[config.mk]
export PLATFORM = sky130hd
export DESIGN_NAME = barrel_shift_pipe
export DESIGN_NICKNAME = d
export VERILOG_FILES = /design/src/rtl/barrel_shift_pkg.sv /design/src/rtl/barrel_shift_stage.sv /design/src/rtl/barrel_shift_pipe.sv
export SDC_FILE = /design/constraint.sdc
export NUM_CORES = 1
export LEC_CHECK = 0
export CAP_MARGIN = 5
export CORE_MARGIN = 10
export CORE_UTILIZATION = 30
export CTS_BUF_LIST = sky130_fd_sc_hd__clkbuf_2
export CTS_CLUSTER_DIAMETER = 80
export DETAILED_ROUTE_END_ITERATION = 6
export MAX_ROUTING_LAYER = met4
export PLACE_DENSITY = 0.48
export REMOVE_ABC_BUFFERS = 1
export SETUP_SLACK_MARGIN = 0.02
export SYNTH_ARGS = -nofsm -noshare
export SYNTH_HDL_FRONTEND = slang
export SYNTH_SLANG_ARGS = --single-unit
[constraint.sdc]
create_clock -name clk -period 3 [get_ports clk]
set_input_delay 0.75 -clock clk [delete_from_list [all_inputs] [get_ports clk]]
set_output_delay 0.75 -clock clk [all_outputs]
set_load 0.02 [all_outputs]
[src/rtl/barrel_shift_pkg.sv]
// Shared constants for the pipelined barrel shifter: shift modes and directions.
package barrel_shift_pkg;

  localparam int unsigned MODE_W = 2;

  localparam logic [MODE_W-1:0] MODE_LOGICAL = 2'b00;
  localparam logic [MODE_W-1:0] MODE_ARITH   = 2'b01;
  localparam logic [MODE_W-1:0] MODE_ROTATE  = 2'b10;

  localparam logic DIR_LEFT  = 1'b0;
  localparam logic DIR_RIGHT = 1'b1;

endpackage

[src/rtl/barrel_shift_stage.sv]
// One barrel-shifter pipeline stage: conditional shift/rotate by 2^K followed by
// a skid-free pipeline register that loads when empty or when downstream advances.
module barrel_shift_stage
  import barrel_shift_pkg::*;
#(
  parameter int unsigned WIDTH = 8,
  parameter int unsigned SHW   = $clog2(WIDTH),
  parameter int unsigned K     = 0
) (
  input  logic              clk,
  input  logic              rst,
  input  logic              i_valid,
  input  logic [WIDTH-1:0]  i_x,
  input  logic [SHW-1:0]    i_shift,
  input  logic              i_lr,
  input  logic [MODE_W-1:0] i_mode,
  input  logic              i_sign,
  input  logic              i_next_load,
  output logic              o_load_c,
  output logic [WIDTH-1:0]  o_data_c,
  output logic              o_valid,
  output logic [WIDTH-1:0]  o_x,
  output logic [SHW-1:0]    o_shift,
  output logic              o_lr,
  output logic [MODE_W-1:0] o_mode,
  output logic              o_sign
);

  localparam int unsigned S = 1 << K;

  logic              r_valid;
  logic [WIDTH-1:0]  r_x;
  logic [SHW-1:0]    r_shift;
  logic              r_lr;
  logic [MODE_W-1:0] r_mode;
  logic              r_sign;

  logic              w_fill;
  logic [WIDTH-1:0]  w_shl;
  logic [WIDTH-1:0]  w_shr;
  logic [WIDTH-1:0]  w_rotl;
  logic [WIDTH-1:0]  w_rotr;
  logic [WIDTH-1:0]  w_shifted;

  // Right shifts fill with the original MSB only in arithmetic mode.
  assign w_fill = (i_mode == MODE_ARITH) ? i_sign : 1'b0;
  assign w_shl  = i_x << S;
  assign w_shr  = WIDTH'({{WIDTH{w_fill}}, i_x} >> S);
  assign w_rotr = WIDTH'({i_x, i_x} >> S);
  assign w_rotl = WIDTH'(({i_x, i_x} << S) >> WIDTH);

  always_comb begin
    w_shifted = i_x;
    if (i_shift[K]) begin
      if (i_mode == MODE_ROTATE) begin
        w_shifted = (i_lr == DIR_LEFT) ? w_rotl : w_rotr;
      end else begin
        w_shifted = (i_lr == DIR_LEFT) ? w_shl : w_shr;
      end
    end
  end

  assign o_load_c = ~r_valid | i_next_load;
  assign o_data_c = w_shifted;

  always_ff @(posedge clk) begin
    if (rst) begin
      r_valid <= 1'b0;
      r_x     <= '0;
      r_shift <= '0;
      r_lr    <= DIR_LEFT;
      r_mode  <= MODE_LOGICAL;
      r_sign  <= 1'b0;
    end else if (o_load_c) begin
      r_valid <= i_valid;
      r_x     <= w_shifted;
      r_shift <= i_shift;
      r_lr    <= i_lr;
      r_mode  <= i_mode;
      r_sign  <= i_sign;
    end
  end

  assign o_valid = r_valid;
  assign o_x     = r_x;
  assign o_shift = r_shift;
  assign o_lr    = r_lr;
  assign o_mode  = r_mode;
  assign o_sign  = r_sign;

endmodule

[src/rtl/barrel_shift_pipe.sv]
// Pipelined barrel shifter, one stage per shift-amount bit, valid/ready on both sides.
// Optional registered zero flag on out_zero when BARREL_SHIFT_ZERO_FLAG_EN is defined.
module barrel_shift_pipe
  import barrel_shift_pkg::*;
#(
  parameter int unsigned WIDTH = 8,
  parameter int unsigned SHW   = $clog2(WIDTH)
) (
  input  logic              clk,
  input  logic              rst,
  input  logic              in_valid,
  output logic              in_ready,
  input  logic [WIDTH-1:0]  in_x,
  input  logic [SHW-1:0]    in_shift,
  input  logic              in_lr,
  input  logic [MODE_W-1:0] in_mode,
  output logic              out_valid,
  input  logic              out_ready,
  output logic [WIDTH-1:0]  out_y
`ifdef BARREL_SHIFT_ZERO_FLAG_EN
  ,
  output logic              out_zero
`endif
);

  logic              w_valid [SHW+1];
  logic [WIDTH-1:0]  w_x     [SHW+1];
  logic [SHW-1:0]    w_shift [SHW+1];
  logic              w_lr    [SHW+1];
  logic [MODE_W-1:0] w_mode  [SHW+1];
  logic              w_sign  [SHW+1];
  logic              w_load  [SHW+1];
  logic [WIDTH-1:0]  w_data_c [SHW];

  assign w_valid[0] = in_valid;
  assign w_x[0]     = in_x;
  assign w_shift[0] = in_shift;
  assign w_lr[0]    = in_lr;
  assign w_mode[0]  = in_mode;
  assign w_sign[0]  = in_x[WIDTH-1];
  assign w_load[SHW] = out_ready;

  for (genvar k = 0; k < SHW; k++) begin : g_stage
    barrel_shift_stage #(
      .WIDTH (WIDTH),
      .SHW   (SHW),
      .K     (k)
    ) u_stage (
      .clk         (clk),
      .rst         (rst),
      .i_valid     (w_valid[k]),
      .i_x         (w_x[k]),
      .i_shift     (w_shift[k]),
      .i_lr        (w_lr[k]),
      .i_mode      (w_mode[k]),
      .i_sign      (w_sign[k]),
      .i_next_load (w_load[k+1]),
      .o_load_c    (w_load[k]),
      .o_data_c    (w_data_c[k]),
      .o_valid     (w_valid[k+1]),
      .o_x         (w_x[k+1]),
      .o_shift     (w_shift[k+1]),
      .o_lr        (w_lr[k+1]),
      .o_mode      (w_mode[k+1]),
      .o_sign      (w_sign[k+1])
    );
  end

  // Ready ripples back from out_ready through every stage in the same cycle.
  assign in_ready  = ~rst & w_load[0];
  assign out_valid = w_valid[SHW];
  assign out_y     = w_x[SHW];

  // Per-stage next-data taps and the final stage's command fields have no consumer.
  logic [WIDTH-1:0] w_data_unused;
  logic             w_tail_unused;

  always_comb begin
    w_data_unused = '0;
    for (int k = 0; k < SHW; k++) begin
      w_data_unused = w_data_unused ^ w_data_c[k];
    end
  end

  assign w_tail_unused = ^{w_shift[SHW], w_lr[SHW], w_mode[SHW], w_sign[SHW]};

`ifdef BARREL_SHIFT_ZERO_FLAG_EN
  logic r_zero;

  // Loaded with the same enable and data as out_y so it holds through stalls.
  always_ff @(posedge clk) begin
    if (rst) begin
      r_zero <= 1'b0;
    end else if (w_load[SHW-1]) begin
      r_zero <= (w_data_c[SHW-1] == '0);
    end
  end

  assign out_zero = r_zero;
`endif

endmodule
After elaboration in Yosys (flattened, before gate mapping)

Cells that the tools add are included.

Register bits after elaboration: 41
Bits of input ports: 18
Output and inout bits: 10
Word-level logic and storage cells: 42

Equal/unequal tests: 6
Muxes and demuxes: 14
Bitwise gates (word level): 8

Operators with widths:

| kind                 | number |
|---|---|
| $mux W8              | 11 |
| $eq A2 B1 Y1 const B | 3 |
| $eq A2 B2 Y1 const B | 3 |
| $not A1 Y1           | 4 |
| $mux W1              | 3 |
| $or A1 B1 Y1         | 3 |
| $and A1 B1 Y1        | 1 |

Logic depth before layout (Yosys ltp)

Gate-level depths: netlist of the first run.

Depth in word-level cells: 5
Gate-level depth with buffers: 5
Mapped depth without buffers: 3

Cells and area by module

From an unflattened synthesis of the first run, not the netlist that was laid out.

Cells, all modules: 302
Area, all modules: 2418.6 um^2

Modules (own cells, without submodules):

| module                                   | times used | cells an instance | area each (um^2) | sequential area each (um^2) |
|---|---|---|---|---|
| barrel_shift_stage at g_stage[1].u_stage | 1          | 102               | 829.5            | 320.3 |
| barrel_shift_stage at g_stage[0].u_stage | 1          | 103               | 827.0            | 320.3 |
| barrel_shift_stage at g_stage[2].u_stage | 1          | 96                | 748.2            | 320.3 |
| barrel_shift_pipe                        | 1          | 1                 | 13.8             | 0.0 |

Worst setup path after synthesis of the first run

OpenSTA, ideal clock, no wires.

Kind: input -> output
Start point: in out_ready
End point: out in_ready
Arrival time: 1554 ps
Data required time: 2250 ps
Slack: 696 ps
Stages on the path: 5
Path buffers: 2
Path through: and4b_1 buf_6 or2_1 buf_6 inv_1

Cells in the longest elaborated chain, start to end: 4

Ends and longest elaborated chain:

| what                      | RTL line                 | RTL |
|---|---|---|
| from (decl)               | barrel_shift_pipe.sv:18  | `input logic out_ready,` |
| $or A1 B1 Y1 (3 in a row) | barrel_shift_stage.sv:63 | `assign o_load_c = ~r_valid \| i_next_load;` |
| $and A1 B1 Y1             | barrel_shift_pipe.sv:70  | `assign in_ready = ~rst & w_load[0];` |
| to (decl)                 | barrel_shift_pipe.sv:12  | `output logic in_ready,` |

No other way between the ends.

Worst setup path in the final report of the first run

Ends and elaborated chain as after synthesis.

==> results of run 1 <==
per-layer routing:
layer,up-vias,part of all wire [%],GRT usage [%]
li1,796,-,-
met1,694,50,11.88
met4,0,1.4,2.609
met2,32,44,14.34
met3,6,4.6,3.022
met5,-,0,-
power by group through the flow:
stage               Clock, µW  Combinational (µW)  Sequential (µW)
detailed placement          0                 157              580
global route              345                 173              575
global placement            0                 157              579
CTS                       325                 158              569
floorplan                   0                80.6              579
finish                    313                 155              568
worst max-delay path, stage by stage:
cell             delay (ns)
clkdlybuf4s50_1        0.50
and4b_1                0.21
or2_1                  0.27
inv_1                  0.08
dlygate4sd2_1          0.33
per-stage QoR:
stage                     area [µm²]  util, %  total power [µW]  TNS, ns
after detailed placement        2226    35.26             737.0  -0.1799
after floorplan                 1829        -             659.1        0
after global routing            2290    36.27              1093        0
after CTS                       2290    36.27              1051        0
final                           2290    36.27              1037        0
after global placement          2226    35.26             736.4  -0.1744
cells by family (layout without fill, tap and decap cells):
| kind of cell | Yosys count | count (layout) |
|---|---|---|
| simple gates | 74 | 74 |
| compound gates | 46 | 46 |
| flops | 38 | 38 |
| mux | 27 | 27 |
| buf+inv | 23 | 45 |
state kept, by name, indices dropped and copies added (netlist names):
name	flops
g_stage.u_stage.o_x	24
g_stage.u_stage.o_mode	4
g_stage.u_stage.o_shift	3
g_stage.u_stage.o_valid	3
g_stage.u_stage.o_lr	2
g_stage.u_stage.o_sign	2
layout make-up:
type	count	area [µm²]
fill	664	4024
multi-input combinational	147	1046
sequential	38	760.7
timing repair buffer	31	299.0
tap	77	96.34
clock inverter	3	40.04
clock buffer	5	25.02
inverter	6	22.52
path summary, 6_finish.rpt:
path | start | end | cells after the start
hold reg to reg | g_stage[2].u_stage.o_x[6] | g_stage[2].u_stage.o_x[6] | 2
setup reg to reg | g_stage[0].u_stage.o_lr | g_stage[1].u_stage.o_x[0] | 3
setup / recovery | out_ready | in_ready | 5
hold / removal | g_stage[2].u_stage.o_x[6] | g_stage[2].u_stage.o_x[6] | 2
layout by cell type, fill, tap and decap left out, types with 4 or more instances in the layout:
cell,count
nand4b_1,5
nor2_1,31
clkdlybuf4s50_1,26
buf_4,4
nand2b_1,5
nand3_1,5
a21oi_1,6
o21ai_0,8
o211ai_1,4
a211o_1,4
mux2i_1,21
mux2_2,6
nand2_1,14
o21ai_2,6
inv_1,5
a221oi_2,4
a311oi_1,4
dfxtp_1,38
clkbuf_2,5
==> run summary, run 1 <==
The run finished with clean final reports. The synthesized area per cell came out at 9.294 µm². The iteration count of the initial detailed-routing pass is 4. Summed over its instances, the top area cell type makes up 39.35% of the synthesized netlist area. The max-slew violation count came to 0. Buffers added to address setup during post-CTS repair amount to 0. Gates resized during post-CTS repair numbered 1. The commonest cells after synthesis are 38 x dfxtp_1, 31 x nor2_1, 21 x mux2i_1. The timing-limited maximum frequency is 346.7 MHz.

Setup violations remaining at the end of the flow were counted as 0. The wire length of the first global-routing pass came out at 7.721 mm. Setup repair after global routing left no endpoint under its margin.

The static leakage power came out at 0.0008081 µW. The share of layout cells above drive strength 1 is 13.04%. STA puts the critical path data required time at 2.25 ns.

The full die area is 10050 µm². The largest fanout on the critical path came out at 4. The largest family of logic cells by synthesized area is compound AO/OA/AOI/OAI gates. Sorting the synthesized cells by area gives the leading types as dfxtp_1 39%, mux2i_1 11%, nor2_1 6.0%, mux2_2 3.5%, a221oi_2 3.1%.

The time the final worst path needs with I/O delays and setup is 2.884 ns. The combined global-route utilization of all metal layers came out at 9.492%. Per report_power, the combinational group accounts for 15.0% of the total. The cell sitting at the root of the clock tree is a clkbuf_2. The count of unresolved DRC violations after routing came out at 0. The synthesis warning total came out at 0. The xor/xnor cell area share of the yosys netlist is 0%. Summed over all layers, the routed wires come to 4.423 mm. The total net switching power came out at 277.5 µW. Dividing the detail-routed via count by the number of cells gives 4.977. The async set-or-reset flop fraction in the synthesized netlist came out at 0%.

The internal portion of total power came out at 759.1 µW. The largest clock skew in the final design came out at 0.01871 ns. At the pin with the least slew margin, the transition time is 0.5971 ns. For this run, the leading register cell type out of synthesis is dfxtp_1. The number of placed instances, taps included, is 299.

The hold buffer count at CTS is 0. The number of library cell types mapped by synthesis is 35. The die is 100.3 µm wide.

STA classifies the critical path startpoint as an input pin. The smallest hold slack came out at 0.4825 ns. After Yosys synthesis, full adders, half adders and majority gates account for 0% of the synthesized area. Synthesis handed over a netlist of 208 instances. The detail route stage leaves a number of antenna-violating nets equal to 0. The routed length per instance is 14.41 µm. Counting flops and latches in the post-synthesis netlist gives 38. The simple-gate share of the synthesized area came out at 19.61%. The data arrival time at the worst-slack endpoint is 2.13 ns.

The clock network accounts for 30.2% of the total power. The number of DRC violations after detailed-routing iteration 0 came out at 82. The total grt overflow came out at 0.

The HPWL after detailed placement is 3.211 mm. The initial utilization of the core area, before any placement, comes to 30.62%. The number of standard cells in the layout, taps in and fillers out came out at 307. The number of flops mapped to enable cells by yosys came out at 0. The number of ports placed on the die boundary came out at 28.

The setup check on the worst reg-to-reg path leaves a slack of 1.55 ns. The final layout net count is 247. The number of endpoints with negative hold slack in the final report came to 0. The power per cell area is 452.8 nW/µm². The sequential fraction of design power is 54.8%.

The worst setup path is captured at an output pin. The synthesized netlist devotes 20.13% of its cell area to compound gates. The routability congestion estimate from global placement is 0.7592. The net switching share of the total power is 26.77%. The post-synthesis cell area is 1933 µm². The count of H-tree levels built during CTS is 2. The count of buffers added on input and output ports is 27. Clock-pin slew was measured on the worst setup and hold paths at 0.18 ns. The y dimension of the die came out at 100.3 µm.

The headroom to the max-slew limit is 60.14%. At the later pin of the worst-skew pair, clock insertion delay measures 0.39 ns. By instance count, the leading cell after synthesis is dfxtp_1. Entering global routing, the biggest net connects 36 pins.

The overall via count from detail_route came out at 1528. The cell type contributing the most total cell area after synthesis is dfxtp_1. The number of sinks driven by the clock tree is 38. The CTS buffer count is 5. The share of synthesized area occupied by flip-flops and latches came out at 39.35%. The number of antenna violations at the first check in global routing came out at 0. The worst-case setup slack after placement is -0.1799 ns. The maximum vdd ir drop is 0.1643 mV. After floorplanning, the core was sized to cover 6314 µm². The worst setup slack after layout came out at 0.1157 ns. In the finished design, the share of the clock period the worst path needs comes to 96.14%. The count of maximum capacitance violations came out at 0. The growth of design area from synthesis to finish is 18.45%. The clock tree from TritonCTS is yes.

The setup path with the least slack is of type input pin to output pin. The tightest min-delay check is of the register to register type. The number of buffers on the longest clock path is 2. The via count of the first global-routing pass was 1557. The placement row count came out at 29. 0 antenna diodes ended up in the layout. The mux share of post-synthesis cell area came out at 14.37%.
Note: power is estimated with default switching activity, not from simulation.
==> run 2: changes to the inputs <==
CORE_MARGIN = default   (was 10)
==> run 2 against run 1 <==
  * Sequential power barely moved
  * Wire length down 5.5%
  * Clock-buffer cell count did not move
  * Hold slack hardly changed
  * Non-clock buffer count rose by 1
  * Fmax increased by 1.5%
  * Core utilization is 2.1 points higher
  * First-iteration DRC count is 18% lower
  * Via count is 1.2% higher
  * Final area grew 1.5%
  * Global-route usage up 5.1 points
  * Critical path type unchanged
==> run summary, run 2 (same netlist as run 1, synthesis figures left out) <==
The share of layout cells above drive strength 1 is 13.42%. The net switching share of the total power is 25.07%. In the finished design, the share of the clock period the worst path needs comes to 94.69%. The initial standard-cell utilization of the core came out at 31.90%. The number of antenna diodes in the final layout is 0.

Counting I/O delays and the setup requirement, the final critical path takes 2.841 ns. The clock network is responsible for 35.9% of the overall power. The count of unresolved DRC violations after routing is 0. Measured against its own limit, the worst slew margin works out to 61.57%.

The final layout net count came out at 248. The startpoint of the tightest hold check path is g_stage[1].u_stage.o_x[4]. The hold buffer count at CTS is 0. Clock latency on the worst-skew pair, taken at its later pin, is 0.40 ns. Compared with the post-synthesis result, the final layout area differs by 20.19%.

The iteration count of the initial detailed-routing pass is 4. The count of H-tree levels built during CTS came out at 2. Setup violations remaining at the end of the flow were counted as 0. For hold timing, the worst endpoint is g_stage[1].u_stage.o_x[4]. The routability congestion estimate from global placement is 0.7172. The commonest non-fill, non-tap cell in the layout is dfxtp_1. The detailed router finished its first iteration with 67 violations. Combinational logic burns 13.7% of the power. The instance area after placement is 2231 µm². The number of ports placed on the die boundary came out at 28.

The placement row count is 28. The library cells used most frequently in the layout, excluding fill and tap cells, are 38 x dfxtp_1, 31 x nor2_1, 26 x clkdlybuf4s50_1, 21 x mux2i_1, 14 x nand2_1. Across the routed clock network, the largest skew measured is 0.02073 ns. Dividing the detail-routed wire length by the instance count gives 13.66 µm.

The timing-limited maximum frequency came out at 352.0 MHz. The number of cells on the worst reg-to-reg path is 3. The maximum vdd ir drop is 0.3088 mV. STA classifies the critical path startpoint as an input pin. The internal portion of total power came out at 847.4 µW. The number of fill cells is 630. The max-slew violation count was 0. Measured along the x axis, the die boundary spans 82.27 µm. The number of sinks driven by the clock tree is 38. The end of the worst register-to-register path is g_stage[1].u_stage.o_x[0]. The worst setup slack after layout came out at 0.1593 ns. The clock tree from TritonCTS is yes. Global routing used 14.55% of the available tracks across all layers. The cell sitting at the root of the clock tree is a clkbuf_2.

For this run, the share of the core covered by cells in the final layout is 38.34%. The number of buffers on the longest clock path is 2. Setup repair after global routing left no endpoint under its margin. The largest fanout on the critical path came out at 2.

The worst register-to-register path begins at g_stage[0].u_stage.o_lr. The floorplan step defined a die boundary enclosing 6768 µm². The number of endpoints with negative hold slack in the final report is 0.

The largest net degree at the start of global routing is 36. The die is 82.27 µm tall. The data arrival time at the worst-slack endpoint came out at 2.09 ns. The power per cell area came out at 486.8 nW/µm².

The first global-routing pass estimated 7.245 mm of wire. The quantity of I/O buffers inserted on ports is 27. STA classifies the critical path endpoint as an output pin. The setup slack of the most critical reg-to-reg path is 1.63 ns. The wire length after detailed routing came out at 4.179 mm. The detailed placement HPWL came out at 3.010 mm. The count of maximum capacitance violations came out at 0. The sequential fraction of design power came out at 50.3%. The number of nets still failing antenna checks after routing is 0.

The run finished with clean final reports. The total grt overflow is 0. The analysis attributes to cell leakage a power of 0.0008233 µW. The worst-case setup slack after placement came out at -0.1392 ns. Summed over all nets, the switching power comes to 283.6 µW.

The slew at the pin closest to its max-slew limit came out at 0.5757 ns. The post-layout instance area came out at 2323 µm². The core footprint came out at 6061 µm². The number of antenna violations at the first check in global routing came to 0. The CTS buffer count is 5.

The worst setup path is of the input pin to output pin kind. The vias per cell is 5.052. The worst hold path was traced through 2 stages. The flip-flop count of the largest register after layout came out at 24. The overall via count from detail_route is 1546. The data required time at the worst endpoint came out at 2.25 ns. In this run the worst hold path is classified as register to register. The via count of the first global-routing pass is 1446. Clock-pin slew was measured on the worst setup and hold paths at 0.20 ns.
[run 2: area by class of cell]
type / count / area [µm²] / area share, %
flip-flops and latches: 38 / 760.7 / 32.74
inverters: 6 / 22.52 / 0.9693
repair buffers: 32 / 306.5 / 13.19
clock buffers: 5 / 25.02 / 1.077
well taps: 75 / 93.84 / 4.039
multi-input cells: 147 / 1046 / 45.02
clock inverters: 3 / 68.82 / 2.962
[run 2: metal layers]
layer / routed length [µm] / track usage, %
met5: 0 / -
met4: 54 / 4.737
met3: 154 / 2.967
met2: 1867 / 23.47
met1: 2102 / 18.11
[run 2: critical path, stage by stage]
cell and delay [ns]:
clkdlybuf4s50_1 0.47, and4b_1 0.20, or2_1 0.28, inv_1 0.07, dlygate4sd2_1 0.32
[run 2: worst max-delay path by stage]
stage	start	cells past startpoint	slack (ns)	end
4_1_cts	out_ready	5	0.12	in_ready
2_1_floorplan	out_ready	3	0.36	in_ready
3_5_place_dp	out_ready	5	-0.14	in_ready
5_1_grt	out_ready	5	0.1	in_ready
6_report	out_ready	5	0.16	in_ready
3_3_place_gp	out_ready	5	-0.15	in_ready
[run 2: timing repair]
| item | in CTS | in global routing |
|---|---|---|
| buffers inserted | 0 | 0 |
| setup endpoints to repair | 1 | 0 |
| gates resized for setup | 1 | 0 |
| endpoints found under the hold margin | 0 | 0 |
[run 2: power groups by stage]
stage               Combinational [µW]  Clock [µW]  Sequential (µW)
floorplan                         80.6           0              579
global placement                   157           0              579
detailed placement                 157           0              580
CTS                                158         420              570
global route                       172         441              576
finish                             155         406              569
[run 2: metrics by stage]
stage	power, µW	hold slack, ns	setup TNS, ns	instances
after detailed placement	737.7	0.4628	-0.1392	298
after global placement	736.9	0.4512	-0.1469	298
after global routing	1189	0.5122	0	306
after floorplan	659.1	0.4329	0	191
final	1131	0.4822	0	306
after CTS	1148	0.4855	0	306
